[config.mk]
export PLATFORM = sky130hd
export DESIGN_NAME = imem_loader_flat
export DESIGN_NICKNAME = d
export VERILOG_FILES = /design/src/rtl/imem_loader_if.sv /design/src/rtl/imem_loader.sv /design/src/flat_wrapper.sv
export SDC_FILE = /design/constraint.sdc
export NUM_CORES = 1
export LEC_CHECK = 0
export BUFFER_PORTS_ARGS = -buffer_cell sky130_fd_sc_hd__buf_4
export CORE_MARGIN = 2
export CORE_UTILIZATION = 43
export CTS_CLUSTER_DIAMETER = 120
export DETAILED_ROUTE_END_ITERATION = 10
export PLACE_DENSITY = 0.62
export SETUP_SLACK_MARGIN = 0.4
export SLEW_MARGIN = 20
export SYNTH_ARGS = -nofsm -noshare
export SYNTH_HDL_FRONTEND = slang
export SYNTH_SLANG_ARGS = --single-unit
export TNS_END_PERCENT = 100
[constraint.sdc]
create_clock -name clk -period 3.25 [get_ports clk]
set_input_delay 0.65 -clock clk [delete_from_list [all_inputs] [get_ports clk]]
set_output_delay 0.65 -clock clk [all_outputs]
set_load 0.005 [all_outputs]
[src/rtl/imem_loader_if.sv]
// Byte-stream and instruction-memory write bundle for the program loader.
// The loader takes the slave side; the host/bench takes the master side.
// Status levels (cpu_hold/done/error) travel with the bus for convenience.
interface imem_loader_if #(
  parameter int AW = 13
);
  logic          rx_valid;
  logic [7:0]    rx_data;
  logic          rx_ready;
  logic          imem_we;
  logic [AW-1:0] imem_waddr;
  logic [31:0]   imem_wdata;
  logic          cpu_hold;
  logic          done;
  logic          error;

  modport slave (
    input  rx_valid, rx_data,
    output rx_ready, imem_we, imem_waddr, imem_wdata, cpu_hold, done, error
  );

  modport master (
    output rx_valid, rx_data,
    input  rx_ready, imem_we, imem_waddr, imem_wdata, cpu_hold, done, error
  );
endinterface

[src/rtl/imem_loader.sv]
// Framed byte-stream loader: MAGIC, 16-bit big-endian word count, big-endian words, XOR checksum.
// Latency: 4th byte of a word -> imem_we next cycle; checksum byte -> done/error next cycle.
// Backpressure: rx_ready drops only in the imem_we cycle; nothing advances without pulse_en.
// Optional macro LOADER_TIMEOUT_EN: inter-byte timeout of TIMEOUT_CYCLES pulse_en ticks -> ERR.
module imem_loader #(
  parameter int         DEPTH          = 8192,
  parameter int         AW             = 13,
  parameter logic [7:0] MAGIC          = 8'hA5,
  parameter int         TIMEOUT_CYCLES = 1000000
) (
  input  logic         clk,
  input  logic         clr,
  input  logic         pulse_en,
  imem_loader_if.slave bus
);

  typedef enum logic [2:0] {
    S_IDLE, S_LEN_HI, S_LEN_LO, S_DATA, S_CSUM, S_DONE, S_ERR
  } state_t;

  state_t        state, state_nxt;
  logic [15:0]   count;
  logic [AW-1:0] index;
  logic [1:0]    byte_cnt;
  logic [7:0]    csum;
  logic [23:0]   shift;
  logic          we_q;
  logic [AW-1:0] waddr_q;
  logic [31:0]   wdata_q;

  logic          accept;
  logic [7:0]    b;
  logic [15:0]   len_val;
  logic          last_word;
  logic          tmo_hit;

  // Reject configurations where the address cannot reach every word or the timeout is empty.
  if (TIMEOUT_CYCLES < 1 || (1 << AW) < DEPTH) begin : g_bad_cfg
    $error("imem_loader: bad DEPTH/AW/TIMEOUT_CYCLES combination");
  end

  assign b         = bus.rx_data;
  assign accept    = pulse_en & bus.rx_valid & ~we_q;
  assign len_val   = {count[15:8], b};
  assign last_word = (32'(index) == 32'(count) - 32'd1);

  assign bus.rx_ready   = ~we_q;
  assign bus.imem_we    = we_q;
  assign bus.imem_waddr = waddr_q;
  assign bus.imem_wdata = wdata_q;

`ifdef LOADER_TIMEOUT_EN
  logic [31:0] tmo_cnt;
  logic        in_frame;

  assign in_frame = (state == S_LEN_HI) || (state == S_LEN_LO) ||
                    (state == S_DATA)   || (state == S_CSUM);
  assign tmo_hit  = in_frame & pulse_en & ~accept &
                    (tmo_cnt == 32'(TIMEOUT_CYCLES - 1));

  // Count idle ticks while a frame is open; any accepted byte or leaving the frame clears it.
  always_ff @(posedge clk) begin
    if (!clr)                     tmo_cnt <= '0;
    else if (!in_frame || accept) tmo_cnt <= '0;
    else if (pulse_en)            tmo_cnt <= tmo_cnt + 32'd1;
  end
`else
  assign tmo_hit = 1'b0;
`endif

  // State register.
  always_ff @(posedge clk) begin
    if (!clr) state <= S_IDLE;
    else      state <= state_nxt;
  end

  // Next-state: advance on accepted bytes; MAGIC restarts only from the resting states.
  always_comb begin
    state_nxt = state;
    if (tmo_hit) begin
      state_nxt = S_ERR;
    end else if (accept) begin
      case (state)
        S_IDLE, S_DONE, S_ERR: if (b == MAGIC) state_nxt = S_LEN_HI;
        S_LEN_HI:              state_nxt = S_LEN_LO;
        S_LEN_LO: begin
          if ({1'b0, len_val} > 17'(DEPTH)) state_nxt = S_ERR;
          else if (len_val == 16'd0)        state_nxt = S_CSUM;
          else                              state_nxt = S_DATA;
        end
        S_DATA:  if (byte_cnt == 2'd3 && last_word) state_nxt = S_CSUM;
        S_CSUM:  state_nxt = (b == csum) ? S_DONE : S_ERR;
        default: state_nxt = S_IDLE;
      endcase
    end
  end

  // Status levels are pure functions of state, so they change on the edge that enters it.
  always_comb begin
    bus.done     = 1'b0;
    bus.error    = 1'b0;
    bus.cpu_hold = 1'b1;
    case (state)
      S_IDLE:  bus.cpu_hold = 1'b0;
      S_DONE:  begin bus.done = 1'b1; bus.cpu_hold = 1'b0; end
      S_ERR:   bus.error = 1'b1;
      default: ;
    endcase
  end

  // Datapath: length capture, word assembly, checksum and the single-cycle write strobe.
  always_ff @(posedge clk) begin
    if (!clr) begin
      count    <= '0;
      index    <= '0;
      byte_cnt <= '0;
      csum     <= '0;
      shift    <= '0;
      we_q     <= 1'b0;
      waddr_q  <= '0;
      wdata_q  <= '0;
    end else begin
      we_q <= 1'b0;
      if (accept) begin
        case (state)
          S_LEN_HI: count[15:8] <= b;
          S_LEN_LO: begin
            count[7:0] <= b;
            index      <= '0;
            byte_cnt   <= '0;
            csum       <= '0;
          end
          S_DATA: begin
            csum     <= csum ^ b;
            byte_cnt <= byte_cnt + 2'd1;
            shift    <= {shift[15:0], b};
            if (byte_cnt == 2'd3) begin
              we_q    <= 1'b1;
              waddr_q <= index;
              wdata_q <= {shift, b};
              index   <= index + AW'(1);
            end
          end
          default: ;
        endcase
      end
    end
  end

endmodule

[src/flat_wrapper.sv]
// flat-port wrapper written by rule: the top's interface ports become plain ports
module imem_loader_flat 
#(
  parameter int         DEPTH          = 8192,
  parameter int         AW             = 13,
  parameter logic [7:0] MAGIC          = 8'hA5,
  parameter int         TIMEOUT_CYCLES = 1000000
)
  (clk, clr, pulse_en, bus_rx_valid, bus_rx_data, bus_rx_ready, bus_imem_we, bus_imem_waddr, bus_imem_wdata, bus_cpu_hold, bus_done, bus_error);
  imem_loader_if #(.AW(AW)) bus_i ();
  input  logic clk;
  input  logic clr;
  input  logic pulse_en;
  input wire logic [$bits(bus_i.rx_valid)-1:0] bus_rx_valid;
  input wire logic [$bits(bus_i.rx_data)-1:0] bus_rx_data;
  output wire logic [$bits(bus_i.rx_ready)-1:0] bus_rx_ready;
  output wire logic [$bits(bus_i.imem_we)-1:0] bus_imem_we;
  output wire logic [$bits(bus_i.imem_waddr)-1:0] bus_imem_waddr;
  output wire logic [$bits(bus_i.imem_wdata)-1:0] bus_imem_wdata;
  output wire logic [$bits(bus_i.cpu_hold)-1:0] bus_cpu_hold;
  output wire logic [$bits(bus_i.done)-1:0] bus_done;
  output wire logic [$bits(bus_i.error)-1:0] bus_error;
  assign bus_i.rx_valid = bus_rx_valid;
  assign bus_i.rx_data = bus_rx_data;
  assign bus_rx_ready = bus_i.rx_ready;
  assign bus_imem_we = bus_i.imem_we;
  assign bus_imem_waddr = bus_i.imem_waddr;
  assign bus_imem_wdata = bus_i.imem_wdata;
  assign bus_cpu_hold = bus_i.cpu_hold;
  assign bus_done = bus_i.done;
  assign bus_error = bus_i.error;
  imem_loader #(.DEPTH(DEPTH), .AW(AW), .MAGIC(MAGIC), .TIMEOUT_CYCLES(TIMEOUT_CYCLES)) u_core (.clk(clk), .clr(clr), .pulse_en(pulse_en), .bus(bus_i));
endmodule
==> flow_summary.ini <==
[status]
outcome = finished clean

[sta]
slew_headroom = 0.4874
finalCritPeriodShare = 0.7619
post-route-min-period_ns = 2.476
hold_viol_final = 0
drv_slew = 0
finalSetupViolCount = 0
rsz0062_at_grt = no
layout_setup_ws_ns = 0.7740
tightestPinTransition_ns = 0.7630
setup_tns_ns = 0
fmax_mhz = 403.9
skew_ns = 0.008339

[power]
p_switching_uw = 569.6
p_per_area_nw_per_um2 = 426.1
seqPwrFrac = 0.531
swShare = 0.2207
intPower_uw = 2011
pwr-share-comb = 0.028
ir_worst_vdd_mv = 0.3004
report.power.total_uw = 2581
p_clk_frac = 0.441
leakage_uw = 0.002202

[logic_synthesis]
syn_area_per_cell_um2 = 8.412
postSynth.asyncResetShare = 0
ys_ff_latch = 112
synthFlopType = dfxtp_1
synthCells = 617
netlist_area_um2 = 5190
synth_cell_types = 59
synth_nets = 632
yosysWarnings = 0
synth-edff-count = 0
yosysSeqAreaShare = 0.4320

[routing]
drc = 0
firstDrtPassIters = 5
via_per_inst = 5.386
antenna_left = 0
routed_wl_um = 12440
drtIter0Drc = 252
vias = 4368
routedWlPerCell_um = 15.34

[min_path]
hp-start = u_core.bus.imem_wdata[17]
hold_class = reg2reg

[clocking]
clock_sinks = 112
clkTransAtPathRegs_ns = 0.08
root_buffer = clkbuf_16
cts_setup_buffers = 0
numCtsBuffers = 9
cts_tree = done
clockBufferDepth = 2
insertion_delay_ns = 0.35
htreeDepth = 3

[place]
place_congestion = 0.9118
placed_area_um2 = 5746
dpl_worst_slack_ns = 0.6884
io_buffers = 61
dp_hpwl_um = 8701

[floorplanning]
dieArea_um2 = 12960
die_y_um = 113.9
design.core.area_um2 = 11910
rows = 40
num_io_pins = 62
initial_core_util = 0.4357
fp.dieW_um = 113.9

[critical_path]
crit_arrival_ns = 2.77
critPathBufInv = 0
end_kind = flip-flop
startpoint = u_core.count[5]
critPathSlowestCell = nor3_1
crit_required_ns = 3.54
criticalPathCategory = reg2reg
cp_top_family = simple AND/OR/NAND/NOR gates
path_max_fanout = 7
critical_path.startpoint_type = flip-flop
r2r-start = u_core.count[5]
slowest_delay_ns = 0.67
path_cells = nor3_1, nand4_1, xnor2_1, a2111oi_2, o2111ai_1, o21ai_2, mux2i_1

[layout]
syn_to_final_growth_pct = 16.71
drive_gt1_frac = 0.1551
fin_util = 0.5085
nets = 674
insertedDiodeCount = 0
final_area_um2 = 6057
mostFrequentLayoutCells = nand2_1 (162), dfxtp_1 (112), a21boi_0 (74), buf_4 (72), nor2b_1 (29)
mostFrequentLayoutCell = nand2_1

[global_route]
grt_pass1_vias = 4076
grt_pass1_wl_um = 20470
grt_max_degree = 79
antenna_found_initial = 0
track_usage = 0.1975
overflow = 0

[job]
maxCapViolCount = 0
==> worst min-delay path, delay by kind of cell (launching register included) <==
family	cells	cell delay, ns
DFF	1	0.31
AOI/OAI and AO/OA	1	0.06
and+or+nand+nor	1	0.04
==> sequential cells by signal, summed over array words and instances (netlist names) <==
register	flops
u_core.bus.imem_waddr	13
u_core.bus.imem_wdata	32
u_core.bus.imem_we	1
u_core.byte_cnt	2
u_core.count	16
u_core.csum	8
u_core.index	13
u_core.shift	24
u_core.state	3
==> cell type report <==
class / instances / area (µm²)
Clock buffer: 9 / 225.2
Clock inverter: 7 / 80.08
Fill cell: 1134 / 5854
Inverter: 7 / 26.28
Multi-Input combinational cell: 456 / 2739
Sequential cell: 112 / 2242
Tap cell: 147 / 183.9
Timing Repair Buffer: 73 / 560.5
==> stage by stage <==
stage,std cells,hold WS (ns)
floorplan,617,0.4412
finish,811,0.4630
CTS,811,0.4688
global placement,795,0.4529
detailed placement,795,0.4589
global route,811,0.4879
==> power by group through the flow <==
stage / clock [µW] / sequential (µW) / combinational [µW]
finish: 1140 / 1370 / 71.8
global placement: 0 / 1400 / 71.7
CTS: 1170 / 1370 / 72.5
floorplan: 0 / 1400 / 46.5
global route: 1210 / 1370 / 78.3
detailed placement: 0 / 1400 / 72.6
==> what timing repair did <==
item	in CTS	in global routing
endpoints found under the setup margin	0	1
gates resized for setup	0	1
endpoints found under the hold margin	0	0
hold buffers	0	0
==> layer usage <==
metal,vias to the layer above,GRT usage,wire (µm)
met5,-,0,0
met4,0,0.05285,153
met3,11,0.04942,569
met2,97,0.3106,5756
met1,2098,0.2718,5965
li1,2162,-,-
==> path summary, 6_finish.rpt <==
path,cells after the start,to,slack (ns)
worst max-delay path,7,u_core.state[0],0.77
worst min-delay path,2,u_core.bus.imem_wdata[17],0.46
worst max register to register,7,u_core.state[0],0.77
worst min register to register,2,u_core.bus.imem_wdata[17],0.46
==> synthesized netlist by cell type (2+ instances only) <==
cell type / count / share of area
nand2_1: 162 / 0.12
dfxtp_1: 112 / 0.43
a21boi_0: 74 / 0.11
clkbuf_1: 36 / 0.026
nor2b_1: 29 / 0.035
nor2_1: 22 / 0.016
mux2i_1: 18 / 0.035
xnor2_1: 17 / 0.029
xor2_1: 15 / 0.025
o21ai_0: 14 / 0.014
nand4_1: 11 / 0.013
nor3_1: 11 / 0.011
nand2b_1: 9 / 0.011
a21oi_1: 8 / 0.0077
inv_1: 7 / 0.0051
nand3_1: 6 / 0.0058
nor3b_1: 6 / 0.0087
a22oi_1: 5 / 0.0072
or3_1: 4 / 0.0048
and2_1: 3 / 0.0036
clkbuf_8: 3 / 0.0080
ha_1: 3 / 0.0072
and3_1: 2 / 0.0024
and4_1: 2 / 0.0034
mux2_2: 2 / 0.0043
nand3b_1: 2 / 0.0029
or4_1: 2 / 0.0029
==> cell families after synthesis <==
kind of cell / Yosys count / share of synthesized area
mux: 20 / 0.03905
fa+ha+maj: 3 / 0.007233
buf+inv: 49 / 0.04291
flops: 112 / 0.4320
xor+xnor: 32 / 0.05400
simple gates: 279 / 0.2524
compound gates: 122 / 0.1724
(Power assumes the default switching activity.)
